`config.mk`:
```
export PLATFORM = sky130hd
export DESIGN_NAME = fsm_flow_ctrl_multi
export DESIGN_NICKNAME = d
export VERILOG_FILES = /design/src/rtl/fsm_flow_ctrl_multi.sv
export SDC_FILE = /design/constraint.sdc
export NUM_CORES = 1
export LEC_CHECK = 0
export CAP_MARGIN = 30
export CORE_AREA = 8 8 45 47
export DETAILED_ROUTE_END_ITERATION = 12
export DIE_AREA = 0 0 53 55
export DONT_BUFFER_PORTS = 1
export PLACE_DENSITY = 0.65
export SYNTH_ARGS = -nofsm -noshare
export SYNTH_HDL_FRONTEND = slang
export SYNTH_SLANG_ARGS = --single-unit
```
`constraint.sdc`:
```
create_clock -name clk -period 4.7 [get_ports clk]
set_input_delay 1.41 -clock clk [delete_from_list [all_inputs] [get_ports clk]]
set_output_delay 1.41 -clock clk [all_outputs]
set_load 0.05 [all_outputs]
```
`src/rtl/fsm_flow_ctrl_multi.sv`:
```
// fsm_flow_ctrl_multi: one global flow-control decision (continuar/pausa/idle/error_full)
// derived from the almost_full/full/almost_empty/empty flags of NUM_CH FIFOs, plus a
// sticky per-channel map of channels seen full.
// Optional feature: define PAUSE_TIMEOUT_EN to turn a PAUSE lasting PAUSE_TMO cycles into ERROR.
module fsm_flow_ctrl_multi #(
  parameter int unsigned NUM_CH    = 4,
  parameter int unsigned PAUSE_TMO = 16
) (
  input  logic              clk,
  input  logic              reset,
  input  logic              iniciar,
  input  logic [NUM_CH-1:0] ch_mask,
  input  logic [NUM_CH-1:0] almost_full,
  input  logic [NUM_CH-1:0] full,
  input  logic [NUM_CH-1:0] almost_empty,
  input  logic [NUM_CH-1:0] empty,
  output logic              continuar,
  output logic              pausa,
  output logic              idle,
  output logic              error_full,
  output logic [NUM_CH-1:0] error_ch,
  output logic              error_tmo,
  output logic [2:0]        estado
);

  typedef enum logic [2:0] {
    StReset  = 3'b000,
    StInit   = 3'b001,
    StIdle   = 3'b010,
    StActive = 3'b011,
    StPause  = 3'b100,
    StError  = 3'b101
  } state_e;

  // Plain vector so the unused codes 110/111 stay representable and recoverable.
  logic [2:0]        actual;
  state_e            actual_d;
  logic [NUM_CH-1:0] error_ch_d;
  logic              any_af, any_f, all_e, all_low, tmo_hit;

  // Masked channels never contribute: they look empty, not full and not almost full.
  assign any_af  = |(almost_full & ch_mask);
  assign any_f   = |(full & ch_mask);
  assign all_e   = &(empty | ~ch_mask);
  assign all_low = &(almost_empty | empty | ~ch_mask);

  assign estado = actual;

`ifdef PAUSE_TIMEOUT_EN
  localparam int unsigned CntW = $clog2(PAUSE_TMO + 1);

  logic [CntW-1:0] pause_cnt, pause_cnt_inc;
  logic            error_tmo_q;

  assign pause_cnt_inc = pause_cnt + CntW'(1);
  // Fires on the PAUSE cycle whose count reaches PAUSE_TMO.
  assign tmo_hit       = (actual == StPause) && (pause_cnt_inc == CntW'(PAUSE_TMO));
  assign error_tmo     = error_tmo_q;

  // Pause residency counter and sticky timeout flag.
  always_ff @(posedge clk) begin
    if (reset) begin
      pause_cnt   <= '0;
      error_tmo_q <= 1'b0;
    end else begin
      pause_cnt <= (actual == StPause) ? pause_cnt_inc : '0;
      if (tmo_hit) error_tmo_q <= 1'b1;
    end
  end
`else
  logic unused_pause_tmo;
  assign unused_pause_tmo = ^PAUSE_TMO;
  assign tmo_hit          = 1'b0;
  assign error_tmo        = 1'b0;
`endif

  // Next-state, error map update and Moore output decode.
  always_comb begin
    actual_d   = state_e'(actual);
    error_ch_d = error_ch;
    continuar  = 1'b0;
    pausa      = 1'b0;
    idle       = 1'b0;
    error_full = 1'b0;
    case (actual)
      StReset: actual_d = StInit;
      StInit: begin
        if (iniciar) actual_d = StIdle;
      end
      StIdle: begin
        idle       = 1'b1;
        error_ch_d = error_ch | (full & ch_mask);
        if (any_f)       actual_d = StError;
        else if (!all_e) actual_d = StActive;
      end
      StActive: begin
        continuar  = 1'b1;
        error_ch_d = error_ch | (full & ch_mask);
        if (any_f)       actual_d = StError;
        else if (any_af) actual_d = StPause;
        else if (all_e)  actual_d = StIdle;
      end
      StPause: begin
        pausa      = 1'b1;
        error_ch_d = error_ch | (full & ch_mask);
        if (any_f)                   actual_d = StError;
        else if (tmo_hit)            actual_d = StError;
        else if (!any_af && all_low) actual_d = StActive;
      end
      StError: begin
        error_full = 1'b1;
        error_ch_d = error_ch | (full & ch_mask);
      end
      default: actual_d = StReset;
    endcase
  end

  // State register and sticky error map.
  always_ff @(posedge clk) begin
    if (reset) begin
      actual   <= StReset;
      error_ch <= '0;
    end else begin
      actual   <= actual_d;
      error_ch <= error_ch_d;
    end
  end

endmodule

```
### Word-level counts from Yosys, hierarchy flattened

Cells that the tools add are included.

* flip-flop bits (word level): 7
* output and inout bits: 12
* word-level logic and storage cells: 41

* eq/ne operators: 9
* multiplexer cells: 13
* bitwise logic cells: 8
* reductions and logical operators: 9

Operators by type and width (number)
* 3-bit two-way mux: 8
* 3-bit case mux with 6 select lines: 1
* 4-bit OR: 4
* 4-bit OR reduction: 3
* 4-bit AND: 2
* 4-bit AND reduction: 2
* 3-bit by 2-bit equality test with 1-bit output (second input constant): 2
* 3-bit equality test (second input constant): 2
* 3-bit != test (second input constant): 2
* 5-bit AND reduction: 1
* 1-bit two-way mux: 4
* 4-bit != test (second input constant): 1
* 4-bit NOT: 1
* 3-bit by 1-bit equality test with 1-bit output (second input constant): 1
* 3-bit logical NOT: 1
* 2-bit != test (second input constant): 1
* 1-bit logical AND: 1
* 1-bit logical NOT: 1
* 1-bit NOT: 1

### Longest topological paths before layout

* word-level depth: 7
* depth in mapped cells: 6

### Least setup slack after synthesis

Ideal clock, no wire load.

* path kind: reg2out
* start: register actual[0], in the netlist estado[0]
* end: output port error_full
* arrival: 1.629 ns
* required time: 3.290 ns
* slack: 1.661 ns
* stages on the path, launching flop included: 4
* cells stage by stage: dfxtp_1 buf_2 nand2b_1 nor2_1

* longest elaborated chain between the ends: 2

Ends and longest elaborated chain
* start, declared: line 36 `logic [2:0] actual;`
* start signal, assigned: line 121 `actual <= StReset;`
* start signal, assigned: line 124 `actual <= actual_d;`
* 3-bit equality test: line 85 `case (actual)`
* 1-bit two-way mux: line 85
* end, declared: line 20 `output logic error_full,`

No other way between the ends.

### Final worst setup path

Same ends and word-level chain as after synthesis.

==> impl_results.md <==
- Outcome: complete, no violations
- Crit. End Element: primary output
- # resized after CTS: 0
- DR vias: 508
- Largest net degree at the start of global routing: 11
- Routed Antenna Nets: 0
- Asr flop ratio synth: 0
- Num CTS Buffers: 3
- I/O pin cnt: 35
- Worst endpoint required time: 3290 ps
- Longest Clk Path Bufs: 2
- Leakage: 0.223 nW
- Worst reg2reg path startpoint: estado[1]$_SDFFE_PP0P_
- Setup crit start: estado[0]$_SDFFE_PP0P_
- Class of the most critical hold timing path: reg -> reg
- Critical Path AT: 2000 ps
- Post-synth EDFFs: 0
- Maximum vdd ir drop: 0.248 mV
- Post-synth top cells: nor2_1 (9), dfxtp_1 (7)
- FMAX: 293 MHz
- Register Area: 140 sq um
- Reg2reg path depth: 4
- Crit Path Category: reg -> out
- Average cell area after synthesis: 8.38 sq um
- Row count: 14
- Area Growth Syn to Fin: 9.50%
- All-Layer GR Usage: 0.112
- Slew Limit Fails: 0
- Worst path bufs/invs: 0
- # port buffers: 0
- Top_reg_cell synth: dfxtp_1
- Yosys warning total: 0
- Stages on worst setup path: 2
- Post-synthesis net count: 90
- Worst-Margin Slew: 892 ps
- Number of global-route vias before repair: 590
- Netlist cell types: 35
- H-tree Lvls: 1
- Total grt overflow: 0
- Slew margin rel.: 0.403
- Area of the die: 2920 sq um
- Placeable Area: 1380 sq um
- Min Tclk post-route: 3410 ps
- Seq cells post-synth: 7
- Height of the die: 55 um
- Share of layout cells above drive strength 1: 0.275
- Area fraction of the dominant cell type after synthesis: 0.253
- Crit Reg-Reg Endpoint: estado[1]$_SDFFE_PP0P_
- Vias/cell: 5.98
- Worst-Skew Late Latency: 250 ps
- Skew final: 0.796 ps
- Critical-path top delay cell: dfxtp_1
- CP cell instances: nand2b_1 -> nor2_1
- Critical Path Sink: error_full
- Setup_tns: 0 ps
- Tot Pwr: 0.353 mW
- DRT iter0 DRCs: 7
- Clk sink count: 7
- Clock root cell: clkbuf_4
- Antenna violations before repair: 0
- Gpl congestion: 0.807
- CTS tree: yes
- Post-synthesis instance total: 66
- Initial DRT Pass Iterations: 4
- Post-synthesis sequential area ratio: 0.253
- First-pass GRT wire length: 2500 um
- Crit path largest cell delay: 830 ps
- DIE WIDTH: 53 um
- Power density over the cells: 582 nW/um^2
- RSZ-0062 raised after global routing: no
- Critical path peak fanout: 10
- Period Utilization, post-route: 0.726
- Max_cap viols: 0
- Clk slew on worst S/H paths: 50 ps
- Drt total wl: 1540 um
- Hold Fails Final Rpt: 0
- Top cells by area, synth: dfxtp_1 (25%), nor2_1 (6.1%), o311ai_4 (4.8%)
- Top Family by Delay on Critical Path: simple AND/OR/NAND/NOR gates
- # diodes: 0
- Post-route DRC violation count: 0
- Nets: 94
- Largest area contributor in the netlist: dfxtp_1
- Starting density of the core: 0.400
- Mapped Area: 553 sq um
- Most numerous cell in the Yosys netlist: nor2_1
- Layout fillers: 147
- Post-CTS setup repair buffer count: 0
- Worst reg2reg setup slack: 2680 ps
- Area of the multi-input gates: 385 sq um
- Post-DP HPWL: 1320 um
- Critical path launch point type: flop
- Routed wire per std cell: 18.2 um
- Setup violators final: 0
- Hold buffers post-CTS: 0
-- report_power, final --
part | switching (mW) | leakage [nW] | internal, mW
logic | 0.0883 | 0.151 | 0.0581
clock network | 0.0222 | 0.0150 | 0.0324
registers | 0.0768 | 0.0571 | 0.0747
-- layer usage --
layer | part of all wire | vias up | GRT usage
met3 | 0.13 | 0 | 0.0615
met5 | 0 | - | 0
li1 | - | 252 | -
met1 | 0.39 | 234 | 0.111
met2 | 0.48 | 22 | 0.188
met4 | 0 | 0 | 0.0560
-- state kept, by name, indices dropped and copies added (netlist names) --
| name | flops |
|---|---|
| error_ch | 4 |
| estado | 3 |
-- worst register-to-register path, stage by stage, from the launching register on --
cell and delay (ps):
dfxtp_1 760, nand2_2 190, or4_4 550, nand3_2 100, mux2_4 300
-- logic make-up (layout without fill, tap and decap cells) --
group | after synthesis | after routing | share of synthesized area
other cells | 1 | 1 | 0.00678
fa+ha+maj | 1 | 1 | 0.0226
mux | 1 | 1 | 0.0271
compound gates | 21 | 21 | 0.326
simple gates | 29 | 29 | 0.314
flops | 7 | 7 | 0.253
buf+inv | 6 | 9 | 0.0498
-- per-stage QoR --
step / cells / hold WS (ps) / util / worst slack [ps] / area, sq um
detailed placement: 81 / 770 / 0.419 / 1540 / 579
finish: 85 / 777 / 0.438 / 1290 / 606
CTS: 85 / 778 / 0.438 / 1270 / 606
floorplan: 66 / 749 / - / 1660 / 553
global route: 85 / 809 / 0.438 / 1180 / 606
global placement: 79 / 769 / 0.402 / 1600 / 557
-- layout make-up --
type,count,area share
Multi-Input combinational cell,53,0.636
Sequential cell,7,0.231
Clock buffer,4,0.0434
Timing Repair Buffer,2,0.0372
Tap cell,16,0.0331
Inverter,3,0.0186
-- layout by cell type, fill, tap and decap left out, types with 2 or more instances in the layout --
| master | instances |
|---|---|
| a21oi_1 | 4 |
| nor2_1 | 9 |
| a31oi_1 | 4 |
| nand2_1 | 4 |
| dfxtp_1 | 7 |
| inv_1 | 2 |
| clkbuf_4 | 3 |
| nand2b_1 | 4 |
| a22oi_2 | 2 |
| nand2_2 | 2 |
| buf_6 | 2 |
| o22ai_1 | 3 |
-- worst min path at each step --
stage | startpoint | slack [ps] | cells past startpoint | endpoint
2_1_floorplan | error_ch[0]$_SDFFE_PP0P_ | 750 | 2 | error_ch[0]$_SDFFE_PP0P_
3_3_place_gp | error_ch[1]$_SDFFE_PP0P_ | 770 | 2 | error_ch[1]$_SDFFE_PP0P_
3_5_place_dp | error_ch[0]$_SDFFE_PP0P_ | 770 | 2 | error_ch[0]$_SDFFE_PP0P_
4_1_cts | error_ch[0]$_SDFFE_PP0P_ | 780 | 2 | error_ch[0]$_SDFFE_PP0P_
5_1_grt | error_ch[0]$_SDFFE_PP0P_ | 810 | 2 | error_ch[0]$_SDFFE_PP0P_
6_report | error_ch[0]$_SDFFE_PP0P_ | 780 | 2 | error_ch[0]$_SDFFE_PP0P_
(Power assumes the default switching activity.)
